### src/rtl/pipe_hazard_ctrl_pkg.sv
// Shared constants for the pipeline hazard controller: stage indices,
// forwarding-select encodings and debug single-step FSM states.
package pipe_hazard_ctrl_pkg;

    localparam int unsigned NUM_STAGES = 5;
    localparam int unsigned STG_IF     = 0;
    localparam int unsigned STG_ID     = 1;
    localparam int unsigned STG_EXE    = 2;
    localparam int unsigned STG_MEM    = 3;
    localparam int unsigned STG_WB     = 4;

    typedef enum logic [1:0] {
        FWD_RF       = 2'd0,
        FWD_MEM_ALU  = 2'd1,
        FWD_WB       = 2'd2,
        FWD_MEM_LOAD = 2'd3
    } fwd_sel_e;

    typedef enum logic [1:0] {
        DBG_RUN  = 2'd0,
        DBG_HALT = 2'd1,
        DBG_STEP = 2'd2
    } dbg_state_e;

endpackage

### src/rtl/pipe_hazard_ctrl_fwd_unit.sv
// Operand forwarding select for one EXE source register; MEM beats WB, r0 never forwarded.
module fwd_unit
    import pipe_hazard_ctrl_pkg::*;
#(
    parameter int unsigned AW = 5
) (
    input  logic [AW-1:0] exe_addr,
    input  logic [AW-1:0] mem_regw_addr,
    input  logic          mem_wb_wen,
    input  logic          mem_is_load,
    input  logic [AW-1:0] wb_regw_addr,
    input  logic          wb_wb_wen,
    output logic [1:0]    fwd_sel
);

    always_comb begin
        fwd_sel = FWD_RF;
        if (exe_addr != '0) begin
            if (mem_wb_wen && (exe_addr == mem_regw_addr)) begin
                fwd_sel = mem_is_load ? FWD_MEM_LOAD : FWD_MEM_ALU;
            end else if (wb_wb_wen && (exe_addr == wb_regw_addr)) begin
                fwd_sel = FWD_WB;
            end
        end
    end

endmodule

### src/rtl/pipe_hazard_ctrl.sv
// Five-stage pipeline hazard controller: freeze on memory wait, load-use bubble,
// branch flush, forwarding and perf counters. Optional DEBUG_STEP_EN adds halt/single-step.
module pipe_hazard_ctrl
    import pipe_hazard_ctrl_pkg::*;
#(
    parameter int unsigned REG_AW   = 5,
    parameter int unsigned CNT_W    = 32,
    parameter int unsigned WAIT_MAX = 255
) (
    input  logic                  clk,
    input  logic                  rst,
`ifdef DEBUG_STEP_EN
    input  logic                  debug_en,
    input  logic                  debug_step,
`endif
    input  logic [REG_AW-1:0]     id_rs_addr,
    input  logic [REG_AW-1:0]     id_rt_addr,
    input  logic                  id_rs_used,
    input  logic                  id_rt_used,
    input  logic                  id_branch_taken,
    input  logic [REG_AW-1:0]     exe_rs_addr,
    input  logic [REG_AW-1:0]     exe_rt_addr,
    input  logic [REG_AW-1:0]     exe_regw_addr,
    input  logic                  exe_wb_wen,
    input  logic                  exe_is_load,
    input  logic [REG_AW-1:0]     mem_regw_addr,
    input  logic [REG_AW-1:0]     wb_regw_addr,
    input  logic                  mem_wb_wen,
    input  logic                  wb_wb_wen,
    input  logic                  mem_is_load,
    input  logic                  mem_access,
    input  logic                  inst_ack,
    input  logic                  mem_ack,
    output logic                  inst_ren,
    output logic                  mem_ren,
    output logic [NUM_STAGES-1:0] stage_en,
    output logic [NUM_STAGES-1:0] stage_flush,
    output logic [NUM_STAGES-1:0] stage_valid,
    output logic [1:0]            fwd_a_sel,
    output logic [1:0]            fwd_b_sel,
    output logic                  wait_timeout,
    output logic [CNT_W-1:0]      cyc_cnt,
    output logic [CNT_W-1:0]      bubble_cnt,
    output logic [CNT_W-1:0]      wait_cnt
);

    localparam int unsigned RUN_W = $clog2(WAIT_MAX + 1);

    logic [NUM_STAGES-1:0] stage_valid_q, stage_valid_d;
    logic [CNT_W-1:0]      cyc_cnt_q, cyc_cnt_d;
    logic [CNT_W-1:0]      bubble_cnt_q, bubble_cnt_d;
    logic [CNT_W-1:0]      wait_cnt_q, wait_cnt_d;
    logic [RUN_W-1:0]      run_len_q, run_len_d;
    logic                  wait_timeout_q, wait_timeout_d;
    logic                  mem_wait, freeze, halt, load_use, src_match;

    function automatic logic [CNT_W-1:0] sat_inc(input logic [CNT_W-1:0] v, input logic en);
        return (en && (v != '1)) ? v + CNT_W'(1) : v;
    endfunction

    // Stall/flush decision; memory wait or debug halt dominates a load-use bubble.
    always_comb begin
        inst_ren    = rst & stage_valid_q[STG_IF];
        mem_ren     = rst & stage_valid_q[STG_MEM] & mem_access;
        mem_wait    = (inst_ren & ~inst_ack) | (mem_ren & ~mem_ack);
        freeze      = mem_wait | halt;
        src_match   = (id_rs_used & (id_rs_addr == exe_regw_addr))
                    | (id_rt_used & (id_rt_addr == exe_regw_addr));
        load_use    = exe_is_load & exe_wb_wen & (exe_regw_addr != '0) & src_match;
        stage_en    = '1;
        stage_flush = '0;
        if (!rst || freeze) begin
            stage_en = '0;
        end else if (load_use) begin
            stage_en[STG_IF]     = 1'b0;
            stage_en[STG_ID]     = 1'b0;
            stage_flush[STG_EXE] = 1'b1;
        end else begin
            stage_flush[STG_ID] = id_branch_taken;
        end
    end

    always_comb begin
        stage_valid_d = stage_valid_q;
        stage_valid_d[STG_IF] = stage_en[STG_IF] | stage_valid_q[STG_IF];
        stage_valid_d[STG_WB:STG_ID] =
              (stage_en[STG_WB:STG_ID] & stage_valid_q[STG_MEM:STG_IF] & ~stage_flush[STG_WB:STG_ID])
            | (~stage_en[STG_WB:STG_ID] & stage_valid_q[STG_WB:STG_ID]);

        cyc_cnt_d    = sat_inc(cyc_cnt_q, 1'b1);
        bubble_cnt_d = sat_inc(bubble_cnt_q, load_use & ~freeze);
        wait_cnt_d   = sat_inc(wait_cnt_q, mem_wait);
        run_len_d    = '0;
        if (mem_wait) begin
            run_len_d = (run_len_q == RUN_W'(WAIT_MAX)) ? run_len_q : run_len_q + RUN_W'(1);
        end
        wait_timeout_d = wait_timeout_q | (run_len_d == RUN_W'(WAIT_MAX));
    end

    always_ff @(posedge clk or negedge rst) begin
        if (!rst) begin
            stage_valid_q  <= '0;
            cyc_cnt_q      <= '0;
            bubble_cnt_q   <= '0;
            wait_cnt_q     <= '0;
            run_len_q      <= '0;
            wait_timeout_q <= 1'b0;
        end else begin
            stage_valid_q  <= stage_valid_d;
            cyc_cnt_q      <= cyc_cnt_d;
            bubble_cnt_q   <= bubble_cnt_d;
            wait_cnt_q     <= wait_cnt_d;
            run_len_q      <= run_len_d;
            wait_timeout_q <= wait_timeout_d;
        end
    end

`ifdef DEBUG_STEP_EN
    dbg_state_e dbg_state_q, dbg_state_d;
    logic       step_meta_q, step_sync_q, step_prev_q;

    // Single-step: one advance per synchronised step edge; STEP waits out memory freezes.
    always_comb begin
        dbg_state_d = dbg_state_q;
        case (dbg_state_q)
            DBG_RUN:  if (debug_en) dbg_state_d = DBG_HALT;
            DBG_HALT: begin
                if (!debug_en) begin
                    dbg_state_d = DBG_RUN;
                end else if (step_sync_q && !step_prev_q) begin
                    dbg_state_d = DBG_STEP;
                end
            end
            DBG_STEP: if (!mem_wait) dbg_state_d = DBG_HALT;
            default:  dbg_state_d = DBG_RUN;
        endcase
    end

    always_ff @(posedge clk or negedge rst) begin
        if (!rst) begin
            dbg_state_q <= debug_en ? DBG_HALT : DBG_RUN;
            step_meta_q <= 1'b0;
            step_sync_q <= 1'b0;
            step_prev_q <= 1'b0;
        end else begin
            dbg_state_q <= dbg_state_d;
            step_meta_q <= debug_step;
            step_sync_q <= step_meta_q;
            step_prev_q <= step_sync_q;
        end
    end

    assign halt = (dbg_state_q == DBG_HALT);
`else
    assign halt = 1'b0;
`endif

    fwd_unit #(.AW(REG_AW)) u_fwd_a (
        .exe_addr      (exe_rs_addr),
        .mem_regw_addr (mem_regw_addr),
        .mem_wb_wen    (mem_wb_wen),
        .mem_is_load   (mem_is_load),
        .wb_regw_addr  (wb_regw_addr),
        .wb_wb_wen     (wb_wb_wen),
        .fwd_sel       (fwd_a_sel)
    );

    fwd_unit #(.AW(REG_AW)) u_fwd_b (
        .exe_addr      (exe_rt_addr),
        .mem_regw_addr (mem_regw_addr),
        .mem_wb_wen    (mem_wb_wen),
        .mem_is_load   (mem_is_load),
        .wb_regw_addr  (wb_regw_addr),
        .wb_wb_wen     (wb_wb_wen),
        .fwd_sel       (fwd_b_sel)
    );

    assign stage_valid  = stage_valid_q;
    assign wait_timeout = wait_timeout_q;
    assign cyc_cnt      = cyc_cnt_q;
    assign bubble_cnt   = bubble_cnt_q;
    assign wait_cnt     = wait_cnt_q;

endmodule

### config.mk
export PLATFORM = sky130hd
export DESIGN_NAME = pipe_hazard_ctrl
export DESIGN_NICKNAME = d
export VERILOG_FILES = /design/src/rtl/pipe_hazard_ctrl_pkg.sv /design/src/rtl/pipe_hazard_ctrl_fwd_unit.sv /design/src/rtl/pipe_hazard_ctrl.sv
export SDC_FILE = /design/constraint.sdc
export NUM_CORES = 1
export LEC_CHECK = 0
export CORE_ASPECT_RATIO = 1.5
export CORE_MARGIN = 3
export CORE_UTILIZATION = 40
export DETAILED_ROUTE_END_ITERATION = 10
export PLACE_DENSITY_LB_ADDON = 0.12
export SKIP_CTS_REPAIR_TIMING = 1
export SLEW_MARGIN = 20
export SYNTH_ARGS = -nofsm -noshare
export SYNTH_HDL_FRONTEND = slang
export SYNTH_SLANG_ARGS = --single-unit
### constraint.sdc
create_clock -name clk -period 5.5 [get_ports clk]
set_input_delay 0.825 -clock clk [delete_from_list [all_inputs] [get_ports clk]]
set_output_delay 0.825 -clock clk [all_outputs]
set_load 0.005 [all_outputs]
==> out/metrics.cfg <==
[detailed_routing]
dr.first_iter.drc_count=218
vias_per_cell=5.09
routed_wl_um=14400
route.detailed.drc=0
ant_nets=0
drt_first_pass_iters=4
wl_per_cell_um=15.5
vias=4729

[critical_path]
cpPeakStageDelay_ns=0.60
worst-setup-path-type=in2out
crit_slowest_cell=a21oi_1
timing.rr.start=bubble_cnt[11]$_DFFE_PN0P_
worstPathCellList=clkdlybuf4s50_1, and3b_1, o21ai_1, buf_4, nand2_1, a21oi_1, and2_1, clkdlybuf4s50_1
crit_path_end_kind=output pin
cp.arrival_ns=3.34
critical_path_required_ns=4.68
reg2reg_to=bubble_cnt[1]$_DFFE_PN0P_
path_max_fanout=21
rrSetupSlack_ns=2.90
path_common_cell=clkdlybuf4s50_1
reg2regPathDepth=5
startpoint_type=primary input

[run_status]
status=finished clean

[power_and_ir_drop]
swShare=0.255
powerDensity_nw_per_um2=223
clockPowerShare=0.368
p_comb_frac=0.122
p_leak_nw=3.34
ir_worst_vdd_mv=0.128
p_switching_mw=0.442
sequentialPowerShare=0.510
intPower_mw=1.29

[floorplan]
dieArea_um2=15800
fp-row-count=52
fp.dieW_um=104
pin_count=166
die_h_um=152
core_area_um2=13700
floorplan.initialDensity=0.416

[clock_network]
cts_tree=yes
clock-sinks=110
numCtsBuffers=9
insertion_delay_ns=0.35
cts.reportedPaths.clkPinSlew_ns=0.08
htree_levels=3
clock_path_buffers=2
clockRootBuffer=clkbuf_16

[yosys]
synth_cells=574
synth_cell_types=49
syn-cell-area_um2=5710
synth-adder-area-share=0.00876
async_flop_share=1.00
synthMuxAreaShare=0.0116
ys_warn_count=0
synth_ff_type=dfrtp_1
ys_ff_latch=110
synth_xor_area_frac=0.184
syn_area_per_cell_um2=9.95
synth_edf_count=0
synth_compound_area_frac=0.0291
synth_top_family_by_area=simple AND/OR/NAND/NOR gates
synth_simple_gate_area_frac=0.257
ys_seq_area_frac=0.482

[layout]
num-nets-final=787
drive_above_1_share=0.0392
final_cell_mix=161 x clkdlybuf4s50_1, 110 x dfrtp_1, 62 x xor2_1
multiInputGateArea_um2=2810
finalInstanceArea_um2=7770
final_cells=929
n_fill_cell=1213
final_common_cell=clkdlybuf4s50_1
syn_to_final_growth_pct=36.1
final-seq-area_um2=2750
antenna_cells=0

[grt]
antenna_found_initial=1
grtUsageTotal=0.185
grt_overflow=0
grt_max_degree=71
grt_pass1_vias=4873
gr-max-usage-layer=met2
use_met3=0.0449
met1_usage=0.232
globalRouteMet2Util=0.314
grt_pass1_wl_um=24500

[flow_run]
drv_cap=0

[timing]
hold_viol=0
relSlewSlack=0.381
finalCritPeriodShare=0.758
setup_ws_ns=1.33
report.final.slew_viol_count=0
worstMarginPinSlew_ns=0.926
fmax_mhz=240
fin_skew_ns=0.0145
period_needed_ns=4.17
grt_setup_unrepaired=false
setup_violations=0
tns_ns=0

[placed_design]
portBuffers=162
dp.cells=913
dp_hpwl_um=11000
placed_area_um2=7480
routabilityCongestion=0.800
dp_worst_setup_slack_ns=1.35

[min_path]
holdCritPathClass=in2async

-- critical path, delay by kind of cell --
kind                   cells  cell delay (ns)
AOI/OAI and AO/OA          2             0.73
buffers and inverters      3             1.21
and+or+nand+nor            3             0.57
-- flip-flops by register name, summed over array words and instances (netlist names), named ones only --
register / count
cyc_cnt: 32
wait_cnt: 32
bubble_cnt: 32
stage_valid: 3
wait_timeout: 1
run_len_q: 8
-- metal layers --
| layer | vias up | routed length (um) |
|---|---|---|
| met5 | - | 11 |
| met4 | 2 | 231 |
| met3 | 16 | 766 |
| met2 | 129 | 7190 |
| met1 | 2277 | 6170 |
| li1 | 2305 | - |
-- final cells by class --
type                       instances  share of cell area
inverter                          13             0.00628
clock inverter                     6             0.00676
multi-input combinational        437               0.362
clock buffer                      10              0.0307
tap                              189              0.0304
sequential                       110               0.354
timing repair buffer             164               0.210
-- stage by stage --
step | hold slack, ns | power (mW) | util
after floorplan | 0.460 | 0.967 | -
after global placement | 0.473 | 1.11 | 0.545
after detailed placement | 0.479 | 1.11 | 0.545
after CTS | 0.481 | 1.76 | 0.566
after global routing | 0.509 | 1.81 | 0.566
final | 0.463 | 1.73 | 0.566
-- logic make-up after synthesis --
logic type | Yosys count
AOI/OAI and AO/OA | 25
xor gates and xnor gates | 120
adders and majority gates | 4
buffers and inverters | 29
DFF | 110
muxes | 6
other | 1
and+or+nand+nor | 279
-- synthesized netlist by cell type, types with 2 or more instances --
master      n  share of area
a21oi_1     4         0.0035
a41oi_1     2         0.0031
or4_1       4         0.0053
o22ai_1     2         0.0022
nand3_1    38          0.033
inv_1      13         0.0085
clkbuf_1    5         0.0033
buf_4       6         0.0079
mux2_2      5         0.0099
nor3_1     28          0.025
buf_2       2         0.0018
or3_4       2         0.0039
o21ai_0     6         0.0053
a31oi_1     3         0.0033
nor2_1     56          0.037
dfrtp_1   110           0.48
nand4_1    27          0.030
nand4b_1    2         0.0031
nor4_1     15          0.016
and2_1      8         0.0088
nand2_1    56          0.037
xor2_1     62          0.095
and4_1     11          0.017
and3_1     20          0.022
xnor2_1    58          0.089
ha_1        4         0.0088
or3_1       3         0.0033
-- power by group through the flow --
stage                     combinational, mW  sequential, mW  clock [mW]
final                                 0.211           0.883       0.637
after floorplan                      0.0768           0.890           0
after CTS                             0.216           0.882       0.657
after global placement                0.212           0.897           0
after detailed placement              0.215           0.897           0
after global routing                  0.232           0.890       0.684
-- worst max-delay path by stage --
stage	startpoint	endpoint	slack, ns	cells past startpoint
2_1_floorplan	mem_ack	stage_flush[1]	2.49	6
3_3_place_gp	mem_ack	stage_flush[1]	1.40	8
3_5_place_dp	mem_ack	stage_flush[1]	1.35	8
4_1_cts	mem_ack	stage_flush[1]	1.34	8
5_1_grt	mem_ack	stage_flush[1]	1.14	8
6_report	mem_ack	stage_flush[1]	1.33	8
Note: power is estimated with default switching activity, not from simulation.
